File: src/rtl/ula_pkg.sv
// Shared opcode and control-state types for the multi-cycle ALU.
package ula_pkg;
  typedef enum logic [2:0] {
    OP_ADD, OP_SUB, OP_MUL, OP_AND, OP_OR, OP_XOR, OP_SHL, OP_SHR
  } op_t;

  typedef enum logic {IDLE, MUL} state_t;
endpackage

File: src/rtl/ula_mc_if.sv
// Request/result bundle between the register-file side and the ALU.
interface ula_mc_if #(parameter int N = 16);
  import ula_pkg::*;
  logic         start;
  op_t          op;
  logic [N-1:0] a, b;
  logic [N-1:0] r, rh;
  logic         zero, carry, busy, done;

  modport master (output start, op, a, b, input r, rh, zero, carry, busy, done);
  modport slave  (input start, op, a, b, output r, rh, zero, carry, busy, done);
endinterface

File: src/rtl/ula_mul_seq.sv
// Iterative shift-add multiplier: one multiplier bit per cycle, N cycles.
module ula_mul_seq #(parameter int N = 16) (
  input  logic           clk,
  input  logic           rst,
  input  logic           go,
  input  logic [N-1:0]   a,
  input  logic [N-1:0]   b,
  output logic           busy,
  output logic           done,
  output logic [2*N-1:0] p
);
  localparam int CW = $clog2(N) + 1;

  logic [N-1:0]   mcand;
  logic [2*N-1:0] acc;
  logic [2*N-1:0] acc_nxt;
  logic [N:0]     sum;
  logic [CW-1:0]  cnt;

  // Multiplier sits in the low half and drains out as the product shifts in.
  always_comb begin
    sum     = {1'b0, acc[2*N-1:N]} + (acc[0] ? {1'b0, mcand} : '0);
    acc_nxt = {sum, acc[N-1:1]};
  end

  // done/p flag the final iteration so the caller can register the product on the same edge.
  assign done = busy && (cnt == CW'(N - 1));
  assign p    = acc_nxt;

  always_ff @(posedge clk) begin
    if (rst) begin
      busy  <= 1'b0;
      cnt   <= '0;
      acc   <= '0;
      mcand <= '0;
    end else if (go && !busy) begin
      busy  <= 1'b1;
      cnt   <= '0;
      mcand <= a;
      acc   <= {{N{1'b0}}, b};
    end else if (busy) begin
      acc <= acc_nxt;
      cnt <= cnt + CW'(1);
      if (done) busy <= 1'b0;
    end
  end
endmodule

File: src/rtl/ula_mc.sv
// Multi-cycle ALU: single-cycle logic/add/sub/shift, N-cycle unsigned multiply.
module ula_mc import ula_pkg::*; #(parameter int N = 16) (
  input  logic     clk,
  input  logic     rst,
  ula_mc_if.slave  bus
);
  localparam logic [N-1:0] NV = N'(N);

  state_t         state, nstate;
  logic           go, alu_fire, mul_busy, mul_done;
  logic [2*N-1:0] prod;
  logic [N-1:0]   alu_r;
  logic           alu_c;
  logic [N:0]     s;

  always_ff @(posedge clk) begin
    if (rst) state <= IDLE;
    else     state <= nstate;
  end

  always_comb begin
    nstate   = state;
    go       = 1'b0;
    alu_fire = 1'b0;
    case (state)
      IDLE: if (bus.start) begin
        if (bus.op == OP_MUL) begin
          go     = 1'b1;
          nstate = MUL;
        end else begin
          alu_fire = 1'b1;
        end
      end
      MUL:     if (mul_done) nstate = IDLE;
      default: nstate = IDLE;
    endcase
  end

  ula_mul_seq #(.N(N)) u_mul (
    .clk (clk), .rst (rst), .go (go), .a (bus.a), .b (bus.b),
    .busy(mul_busy), .done(mul_done), .p (prod)
  );

  always_comb begin
    alu_r = '0;
    alu_c = 1'b0;
    s     = '0;
    case (bus.op)
      OP_ADD: begin
        s     = {1'b0, bus.a} + {1'b0, bus.b};
        alu_r = s[N-1:0];
        alu_c = s[N];
      end
      // Borrow out of the N+1-bit difference is exactly a < b.
      OP_SUB: begin
        s     = {1'b0, bus.a} - {1'b0, bus.b};
        alu_c = s[N];
        alu_r = s[N] ? '0 : s[N-1:0];
      end
      OP_AND:  alu_r = bus.a & bus.b;
      OP_OR:   alu_r = bus.a | bus.b;
      OP_XOR:  alu_r = bus.a ^ bus.b;
      OP_SHL:  alu_r = (bus.b >= NV) ? '0 : bus.a << bus.b;
      OP_SHR:  alu_r = (bus.b >= NV) ? '0 : bus.a >> bus.b;
      default: alu_r = '0;
    endcase
  end

  assign bus.busy = mul_busy;

  always_ff @(posedge clk) begin
    if (rst) begin
      bus.r     <= '0;
      bus.rh    <= '0;
      bus.zero  <= 1'b1;
      bus.carry <= 1'b0;
      bus.done  <= 1'b0;
    end else begin
      bus.done <= alu_fire | mul_done;
      if (alu_fire) begin
        bus.r     <= alu_r;
        bus.rh    <= '0;
        bus.zero  <= (alu_r == '0);
        bus.carry <= alu_c;
      end else if (mul_done) begin
        bus.r     <= prod[N-1:0];
        bus.rh    <= prod[2*N-1:N];
        bus.zero  <= (prod[N-1:0] == '0);
        bus.carry <= |prod[2*N-1:N];
      end
    end
  end
endmodule
File: src/flat_wrapper.sv
// flat-port wrapper written by rule: the top's interface ports become plain ports
module ula_mc_flat import ula_pkg::*;
#(parameter int N = 16)
  (clk, rst, bus_start, bus_op, bus_a, bus_b, bus_r, bus_rh, bus_zero, bus_carry, bus_busy, bus_done);
  ula_mc_if #(.N(N)) bus_i ();
  input  logic clk;
  input  logic rst;
  input wire logic [$bits(bus_i.start)-1:0] bus_start;
  input wire logic [$bits(bus_i.op)-1:0] bus_op;
  input wire logic [$bits(bus_i.a)-1:0] bus_a;
  input wire logic [$bits(bus_i.b)-1:0] bus_b;
  output wire logic [$bits(bus_i.r)-1:0] bus_r;
  output wire logic [$bits(bus_i.rh)-1:0] bus_rh;
  output wire logic [$bits(bus_i.zero)-1:0] bus_zero;
  output wire logic [$bits(bus_i.carry)-1:0] bus_carry;
  output wire logic [$bits(bus_i.busy)-1:0] bus_busy;
  output wire logic [$bits(bus_i.done)-1:0] bus_done;
  assign bus_i.start = bus_start;
  assign bus_i.op = bus_op;
  assign bus_i.a = bus_a;
  assign bus_i.b = bus_b;
  assign bus_r = bus_i.r;
  assign bus_rh = bus_i.rh;
  assign bus_zero = bus_i.zero;
  assign bus_carry = bus_i.carry;
  assign bus_busy = bus_i.busy;
  assign bus_done = bus_i.done;
  ula_mc #(.N(N)) u_core (.clk(clk), .rst(rst), .bus(bus_i));
endmodule
File: config.mk
export PLATFORM = sky130hd
export DESIGN_NAME = ula_mc_flat
export DESIGN_NICKNAME = d
export VERILOG_FILES = /design/src/rtl/ula_pkg.sv /design/src/rtl/ula_mc_if.sv /design/src/rtl/ula_mul_seq.sv /design/src/rtl/ula_mc.sv /design/src/flat_wrapper.sv
export SDC_FILE = /design/constraint.sdc
export NUM_CORES = 1
export LEC_CHECK = 0
export BUFFER_PORTS_ARGS = -buffer_cell sky130_fd_sc_hd__buf_2
export CAP_MARGIN = 10
export CORE_AREA = 2 2 129 131
export CTS_CLUSTER_SIZE = 16
export DETAILED_ROUTE_END_ITERATION = 6
export DIE_AREA = 0 0 131 133
export PLACE_DENSITY = 0.75
export SETUP_SLACK_MARGIN = 0.1
export SKIP_LAST_GASP = 1
export SYNTH_ARGS = -nofsm -noshare
export SYNTH_HDL_FRONTEND = slang
export SYNTH_SLANG_ARGS = --single-unit
File: constraint.sdc
create_clock -name clk -period 4.1 [get_ports clk]
set_input_delay 0.41 -clock clk [delete_from_list [all_inputs] [get_ports clk]]
set_output_delay 0.41 -clock clk [all_outputs]
set_load 0.05 [all_outputs]
[Yosys cells after proc, flatten, opt, wreduce, memory -nomap -nowiden]
Index checks and enable logic that the tools add are counted.
Storage, ports and cells
  memory bits (read-only): 0
  flip-flop bits (word level): 90
  RAM bits: 0
  word-level logic and storage cells: 66
  bits in latches: 0
  memories: 0
  input port bits: 38
  output and inout port bits: 36
Operators by class
  $lt $le $gt $ge: 1
  bitwise logic cells: 5
  add/subtract/negate cells: 4
  divide/modulo/power cells: 0
  reductions and logical operators: 11
  mux-type cells: 24
  multiply operators: 0
  equal/unequal tests: 8
  shifts and indexed selects: 2
Operators with widths (count)
  $mux 16: 8
  $pmux 16 s7: 1
  $add 16x16->17: 2
  $logic_not 16->1: 2
  $sub 16x16->17: 1
  $and 16x16->16: 1
  $ge 16x5->1 const B: 1
  $or 16x16->16: 1
  $reduce_or 16->1: 1
  $shl 16x16->16: 1
  $shr 16x16->16: 1
  $xor 16x16->16: 1
  $mux 1: 13
  $eq 3x3->1 const B: 4
  $eq 3x2->1 const B: 2
  $add 5x1->5 const B: 1
  $eq 5x4->1 const B: 1
  $pmux 1 s2: 2
  $reduce_bool 2->1: 2
  $reduce_or 2->1: 2
  $eq 3x1->1 const B: 1
  $logic_not 3->1: 1
  $logic_and 1x1->1: 2
  $logic_not 1->1: 1
  2 further kinds: 2

[Longest topological paths before layout]
Gate-level depths: netlist of run 1.
  depth after elaboration: 6
  mapped depth: 16
  depth with buffers taken out: 14

[By module]
A second synthesis of run 1 with hierarchy kept.
Unflattened totals
  cell total of the unflattened synthesis: 1096
  area total of the unflattened synthesis: 8770.9 sq um
By module, submodules not included
  ula_mc: cells each 718, sequential area each 720.7 sq um, area each 5679.2 sq um, instances 1
  ula_mul_seq: cells each 378, sequential area each 1081.0 sq um, area each 3091.7 sq um, instances 1

[Worst setup path after synthesis of run 1]
OpenSTA, ideal clock, no wires.
  path kind: input -> register
  start point: input port bus_b[2]
  end point: register u_core.bus.zero
  data required time: 4.004 ns
  arrival time: 3.152 ns
  stages: 15
  buffers on the path: 3
  library setup time: 0.096 ns
  slack: 0.852 ns
  cells stage by stage: buf_2 inv_1 buf_2 ha_1 buf_6 nor2_2 o311a_4 o221a_4 a21oi_4 a21oi_2 a221o_1 a211o_1 nor2_1 nand4_1 o41ai_2
On the way
  longest elaborated chain between the ends: 5
  elaborated cells between the ends (all ways): 14
  those cells by class: add/sub (2); order compare (1); shift (2); mux (5); bitwise (3); reduce/logical (1)
RTL lines
  start, declared: RTL line flat_wrapper.sv:11  | input wire logic [$bits(bus_i.b)-1:0] bus_b;
  $sub 16x16->17, or another cell as far along: RTL line ula_mc.sv:56  | s = {1'b0, bus.a} - {1'b0, bus.b};
  $mux 16, on equally long branches: RTL line ula_mc.sv:58, ula_mc.sv:63, ula_mc.sv:64
  $pmux 16 s7 (*): RTL line ula_mc.sv:48  | case (bus.op)
  $logic_not 16->1 (*): RTL line ula_mc.sv:83  | bus.zero <= (alu_r == '0);
  $mux 1 (*): RTL line ula_mc.sv:80  | if (alu_fire) begin
  end signal, assigned: RTL line ula_mc.sv:83
  end signal, assigned: RTL line ula_mc.sv:88  | bus.zero <= (prod[N-1:0] == '0);
  end, declared: RTL line ula_mc_if.sv:11  | modport slave (input start, op, a, b, output r, rh, zero, carry, busy, done);
Mark *: on every way between the ends. The rest lies on a longest branch, timed or not.
A chain may end at the register's enable or synchronous reset.

[Worst setup path after layout of run 1]
  start point: register u_core.u_mul.acc[0]
  end point: register u_core.bus.carry
On the way
  longest elaborated chain between the ends: 5
RTL lines
  start, declared: RTL line ula_mul_seq.sv:15  | logic [2*N-1:0] acc;
  start signal, assigned: RTL line ula_mul_seq.sv:40  | acc <= {{N{1'b0}}, b};
  start signal, assigned: RTL line ula_mul_seq.sv:42  | acc <= acc_nxt;
  $mux 16: RTL line ula_mul_seq.sv:22  | sum = {1'b0, acc[2*N-1:N]} + (acc[0] ? {1'b0, mcand} : '0);
  $add 16x16->17: RTL line ula_mul_seq.sv:22
  $reduce_or 16->1: RTL line ula_mc.sv:89  | bus.carry <= |prod[2*N-1:N];
  $mux 1: RTL line ula_mc.sv:85  | end else if (mul_done) begin
  $mux 1: RTL line ula_mc.sv:80
  end signal, assigned: RTL line ula_mc.sv:84  | bus.carry <= alu_c;
  end signal, assigned: RTL line ula_mc.sv:89
  end, declared: RTL line ula_mc_if.sv:11
No other way between the ends. The select of a mux whose other input is x is not followed.

==> results by group, run 1 <==
Outcome
  – Status: finished clean

Yosys
  – Area leader, netlist: dfxtp_1
  – Mapped Area: 0.00865 mm^2
  – Seq cells post-synth: 90
  – Avg Inst Size Synth: 7.76 um^2
  – Syn. warnings: 0
  – Async SR Flop Fraction: 0%
  – Synth Instances: 1114
  – Synth top area cells: dfxtp_1, ha_1, nand2_1
  – Post-synth EDFFs: 0
  – Syn nets: 1228
  – Library cells used by synthesis: 83
  – Main synth FF type: dfxtp_1
  – Share of the synthesized area in the top cell type: 20.8%
  – Sequential fraction of the synthesis area: 20.8%

Place
  – Final Wtd Congestion: 1.03
  – Quantity of I/O buffers inserted on ports: 73
  – Post-place instance area: 0.00910 mm^2
  – Placed wire-length estimate: 20300 um

Drt
  – DR pass1 iterations: 5
  – Wire per inst: 19.8 um
  – Wirelength, routed: 27100 um
  – 1st-iter DRT viols: 865
  – Via density: 6.33
  – DR vias: 8647
  – ANT nets after route: 0
  – Number of remaining DRC errors: 0

Timing
  – Minimum clock period: 3.66 ns
  – Final Max Slew Viols: 0
  – Setup Total Neg Slack: 0 ns
  – Tightest Pin Transition: 1.20 ns
  – Fmax: 273 MHz
  – Final setup fails: 0
  – Hold Violations, Final: 0
  – Max-slew headroom: 18.2%
  – Min Hold Slack: 0.449 ns
  – Final clock skew: 0.0129 ns
  – RSZ-0062 raised after global routing: false
  – Fin crit share: 89.3%

Finish
  – Post-route cell area: 0.00940 mm^2
  – P&R area growth vs syn: 8.76%
  – Layout cells sized above 1: 14.4%
  – Fill cells: 1503
  – NumNets Final: 1254
  – Antenna diodes: 0

CTS
  – CTS Buf Count: 9
  – Clock Tree Buf Depth: 2
  – Root Buffer: clkbuf_16
  – H-tree depth: 3
  – CTS tree: done
  – Number of gates resized after CTS: 0
  – Worst-Skew Late Latency: 0.35 ns
  – Sink Count: 90
  – Hold buffers post-CTS: 0
  – Post-CTS setup buffers: 0
  – CTS clk-pin slew, worst paths: 0.06 ns

Pwr
  – P per Cell Area: 269 mW/mm^2
  – Worst VDD drop: 0.000316 V
  – Leakage: 3.91 nW

GRT
  – Vias in the first global route: 7909
  – GRT overflow: 0
  – First-pass GRT wire length: 42200 um
  – Maximum number of pins on one net before global-route repair: 52
  – Initial antenna violation count: 0
  – Total Routing Usage GR: 30.9%

Floorplanning
  – Core area: 0.0162 mm^2
  – Initial Util: 53.5%
  – Row cnt: 47
  – Die W: 131 um
  – Die ar.: 0.0174 mm^2
  – IO Pins: 74
  – DIE HEIGHT: 133 um

Hold path
  – Worst min-delay path class: reg2reg

Worst setup path
  – Critical Path Fanout Max: 17
  – Flop-to-flop setup slack: 0.44 ns
  – CP Data Required Time: 4.31 ns
  – CP Launch Type: flip-flop
  – CP endpoint kind: flip-flop
  – Worst Path Class, Setup: reg2reg
  – Crit path DAT: 3.88 ns

Flow run
  – Max-cap violations: 0
==> per-layer routing <==
layer | up-vias | track usage, % | part of all wire, %
li1 | 4078 | - | -
met1 | 4073 | 42.5 | 43
met2 | 422 | 47.9 | 45
met3 | 74 | 5.50 | 8.3
met4 | 0 | 12.1 | 4.0
met5 | - | 0 | 0
==> worst paths after layout <==
path,start,end,cells after the start
max,u_core.u_mul.acc[0],u_core.bus.carry,14
min,u_core.u_mul.mcand[6],u_core.u_mul.mcand[6],2
max reg2reg,u_core.u_mul.acc[0],u_core.bus.carry,14
min reg2reg,u_core.u_mul.mcand[6],u_core.u_mul.mcand[6],2
==> where the power goes <==
| group | internal [mW] | switching, mW |
|---|---|---|
| clock | 0.505 | 0.337 |
| sequential | 0.901 | 0.0228 |
| combinational | 0.273 | 0.495 |
| total | 1.68 | 0.854 |
==> layout by cell type (no fill, tap or decap), drive strengths merged, types with 12 or more instances in the layout <==
cell      n
a211oi   22
a21oi   100
a221oi   14
a22oi    14
and2     18
and3     12
buf     103
clkbuf   12
dfxtp    90
ha       73
inv      56
mux2i    51
mux4     23
nand2   140
nand3    17
nor2    130
nor3     23
o211ai   15
o21ai    40
o22ai    14
xnor2    14
==> registers in the layout (all words and copies together), names as in the netlist <==
signal / count
u_core.bus.carry: 1
u_core.state: 1
u_core.bus.done: 1
u_core.bus.rh: 16
u_core.bus.r: 16
u_core.u_mul.cnt: 5
u_core.bus.zero: 1
u_core.u_mul.busy: 1
u_core.u_mul.acc: 32
u_core.u_mul.mcand: 16
==> cell usage after synthesis (6+ instances only) <==
master    number
nand2_1      140
nor2_1       129
a21oi_1       97
dfxtp_1       90
ha_1          73
clkbuf_1      58
inv_1         56
mux2i_1       51
o21ai_0       34
nor3_1        22
a211oi_1      21
and2_1        18
nand3_1       17
a22oi_1       14
o211ai_1      14
o22ai_1       14
xnor2_1       14
mux4_2        13
a221oi_1      12
and3_1        12
buf_2         12
a31oi_1       10
mux4_1        10
nand2b_1      10
nor4_1        10
a21o_1         9
a311oi_1       9
nor2b_1        9
xor2_1         8
nand4_1        7
o21bai_1       7
buf_1          6
o21a_1         6
or3_1          6
==> cells by family after synthesis <==
group	synth area share (%)
simple gates	20.2
fa+ha+maj	11.3
xor+xnor	2.23
buf+inv	7.42
compound gates	25.1
flops	20.8
mux	13.0
==> cell type report <==
type / count / area, um^2 / area share (%)
Sequential cell: 90 / 1800 / 19.2
Multi-Input combinational cell: 879 / 6210 / 66.1
Clock buffer: 12 / 256 / 2.73
Inverter: 57 / 214 / 2.28
Timing Repair Buffer: 103 / 591 / 6.28
Clock inverter: 4 / 50.0 / 0.532
Tap cell: 220 / 275 / 2.93
==> worst max-delay path, cell delays in order (launching register included) <==
cell,delay (ns)
dfxtp_1,0.58
and2_1,0.21
ha_1,0.19
inv_1,0.07
fa_1,0.43
nor2b_1,0.16
o31a_1,0.19
o21a_1,0.12
nor2_1,0.04
xnor2_1,0.18
or4_1,0.57
nor4_1,0.28
nand3_1,0.12
nor4_1,0.28
a31oi_1,0.13
==> through the flow <==
stage                     power (mW)  utilization (%)  std cells  setup WS [ns]
after floorplan                 1.49                -       1114          0.852
after global placement          1.69             56.2       1348          0.514
after detailed placement        1.69             56.2       1349          0.454
after CTS                       2.53             58.1       1365          0.429
after global routing            2.64             58.1       1365          0.218
final                           2.53             58.1       1365          0.439
(Power assumes the default switching activity.)
==> inputs of run 2 (changes only) <==
Clock period 4.1 ns to 3.8 ns, I/O delays scaled along.
==> run 2 against run 1 <==
  * Via count increased by 0.35%
  * Register-to-register slack worse by 0.06 ns
  * Non-clock buffer count rose by 6
  * Worst setup slack lost 0.062 ns
  * Critical path depth did not move
  * First-iteration DRC count fell by 11%
==> results by group, run 2 (same netlist as run 1, synthesis figures left out) <==
Outcome
  – Status: finished clean (unchanged)

CTS
  – Root Buffer: clkbuf_16 (unchanged)
  – Number of gates resized after CTS: 0 (unchanged)
  – H-tree depth: 3 (unchanged)
  – Clock Tree Buf Depth: 2 (unchanged)
  – CTS clk-pin slew, worst paths: 0.06 ns (about the same)
  – Sink Count: 90 (unchanged)
  – Worst-Skew Late Latency: 0.34 ns (was 0.35 ns)
  – Hold buffers post-CTS: 0 (unchanged)
  – Post-CTS setup buffers: 0 (unchanged)
  – CTS tree: done (unchanged)
  – CTS Buf Count: 9 (unchanged)

Drt
  – Wire per inst: 19.9 um (was 19.8 um)
  – Number of remaining DRC errors: 0 (unchanged)
  – DR vias: 8677 (was 8647)
  – DR pass1 iterations: 5 (unchanged)
  – Wirelength, routed: 27300 um (was 27100 um)
  – ANT nets after route: 0 (unchanged)
  – 1st-iter DRT viols: 774 (was 865)
  – Via density: 6.33 (about the same)

Timing
  – Tightest Pin Transition: 0.813 ns (was 1.20 ns)
  – Fin crit share: 90.1% (was 89.3%)
  – Fmax: 292 MHz (was 273 MHz)
  – Final Max Slew Viols: 0 (unchanged)
  – Max-slew headroom: 45.6% (was 18.2%)
  – Final setup fails: 0 (unchanged)
  – Final clock skew: 0.00580 ns (was 0.0129 ns)
  – RSZ-0062 raised after global routing: false (unchanged)
  – Hold Violations, Final: 0 (unchanged)
  – Minimum clock period: 3.42 ns (was 3.66 ns)
  – Setup Total Neg Slack: 0 ns (unchanged)
  – Setup WS post-layout: 0.377 ns (was 0.439 ns)

Worst setup path
  – CP Launch Type: flip-flop (unchanged)
  – Critical Path Fanout Max: 3 (was 17)
  – Crit path DAT: 3.64 ns (was 3.88 ns)
  – CP Data Required Time: 4.02 ns (was 4.31 ns)
  – Worst Path Class, Setup: reg2reg (unchanged)
  – CP endpoint kind: flip-flop (unchanged)

Finish
  – P&R area growth vs syn: 10.0% (was 8.76%)
  – Post-route cell area: 0.00951 mm^2 (was 0.00940 mm^2)
  – Largest register FFs: 32 (unchanged)
  – Top reg by flops: u_core.u_mul.acc (unchanged)
  – Most common cell after layout, fill and taps aside: nand2_1 (unchanged)
  – Layout cells sized above 1: 14.9% (was 14.4%)
  – Final std cells w/o fill: 1371 (was 1365)
  – NumNets Final: 1260 (was 1254)
  – Most frequent cells in the layout: nand2_1, nor2_1, a21oi_1 (unchanged)
  – Fin util: 58.8% (was 58.1%)

GRT
  – Total Routing Usage GR: 31.1% (was 30.9%)
  – GRT overflow: 0 (unchanged)
  – First-pass GRT wire length: 42600 um (was 42200 um)
  – Vias in the first global route: 8058 (was 7909)
  – Initial antenna violation count: 0 (unchanged)
  – Maximum number of pins on one net before global-route repair: 48 (was 52)

Place
  – Post-place instance area: 0.00915 mm^2 (was 0.00910 mm^2)
  – Quantity of I/O buffers inserted on ports: 73 (unchanged)
  – Final Wtd Congestion: 0.962 (was 1.03)
  – Placed wire-length estimate: 20500 um (was 20300 um)
  – Place WS: 0.332 ns (was 0.454 ns)
  – Number of cells after detailed placement: 1355 (was 1349)

Pwr
  – Leakage: 3.98 nW (was 3.91 nW)
  – Worst VDD drop: 0.000330 V (was 0.000316 V)
  – Clock share of power: 36.7% (was 33.2%)
  – Sequential share of power: 34.2% (was 36.5%)
  – Comb power frac: 29.1% (was 30.3%)
  – P per Cell Area: 305 mW/mm^2 (was 269 mW/mm^2)
  – P_sw: 0.925 mW (was 0.854 mW)
  – Sw frac: 31.9% (was 33.7%)
  – Internal cell power: 1.98 mW (was 1.68 mW)

Floorplanning
  – Row cnt: 47 (unchanged)
  – Die W: 131 um (unchanged)
  – Core area: 0.0162 mm^2 (unchanged)
  – IO Pins: 74 (unchanged)
  – DIE HEIGHT: 133 um (unchanged)
  – Initial Util: 53.5% (unchanged)
  – Die ar.: 0.0174 mm^2 (unchanged)

Flow run
  – Max-cap violations: 0 (unchanged)

Hold path
  – Worst min-delay path class: in2reg (was reg2reg)
## run 2: changes by cell type in the layout (fill, tap and decap cells not counted), sizes merged
cell,before,now
diode,0,1
bufinv,1,4
clkinv,2,3
clkinvlp,2,0
clkbuf,12,9
buf,103,109
## run 2: metal layers
metal / vias up / wire length [um] / track usage, % / part of all wire [%]
met1: 4122 / 11700 / 43.4 / 43
li1: 4087 / - / - / -
met2: 402 / 12200 / 48.0 / 45
met3: 66 / 2250 / 4.69 / 8.3
met4: 0 / 1060 / 12.4 / 3.9
met5: - / 0 / 0 / 0
## run 2: path summary, 6_finish.rpt
check / startpoint / endpoint / slack (ns) / cells after the start
max: u_core.u_mul.acc[0] / u_core.bus.carry / 0.38 / 14
min: bus_a[15] / u_core.u_mul.mcand[15] / 0.42 / 3
max reg2reg: u_core.u_mul.acc[0] / u_core.bus.carry / 0.38 / 14
min reg2reg: u_core.u_mul.mcand[3] / u_core.u_mul.mcand[3] / 0.45 / 2
## run 2: layout make-up
| type | instances | area, um^2 |
|---|---|---|
| flip-flops and latches | 90 | 1800 |
| clock inverters | 6 | 130 |
| inverters | 57 | 214 |
| well taps | 220 | 275 |
| clock buffers | 9 | 225 |
| diodes | 1 | 2.50 |
| fillers | 1496 | 6660 |
| multi-input cells | 879 | 6210 |
| repair buffers | 109 | 648 |
## run 2: worst max-delay path, cell delays in order, from the launching register on
cell	delay [ns]
dfxtp_1	0.34
and2_1	0.15
ha_1	0.19
inv_1	0.07
fa_1	0.43
nor2b_1	0.16
o31a_1	0.19
o21a_1	0.12
nor2_1	0.04
xnor2_1	0.15
or4_1	0.54
nor4_1	0.37
nand3_1	0.12
nor4_1	0.29
a31oi_1	0.13
## run 2: power by group through the flow
stage,sequential [mW],combinational (mW),clock [mW]
final,0.991,0.844,1.07
after detailed placement,1.01,0.821,0
after floorplan,1.07,0.535,0
after global routing,0.994,0.905,1.12
after CTS,0.991,0.824,1.08
after global placement,1.01,0.814,0
## run 2: stage by stage
stage,hold slack [ns],power [mW]
3_5_place_dp,0.442,1.83
6_report,0.425,2.90
4_1_cts,0.409,2.89
5_1_grt,0.432,3.02
2_1_floorplan,0.432,1.60
3_3_place_gp,0.435,1.83
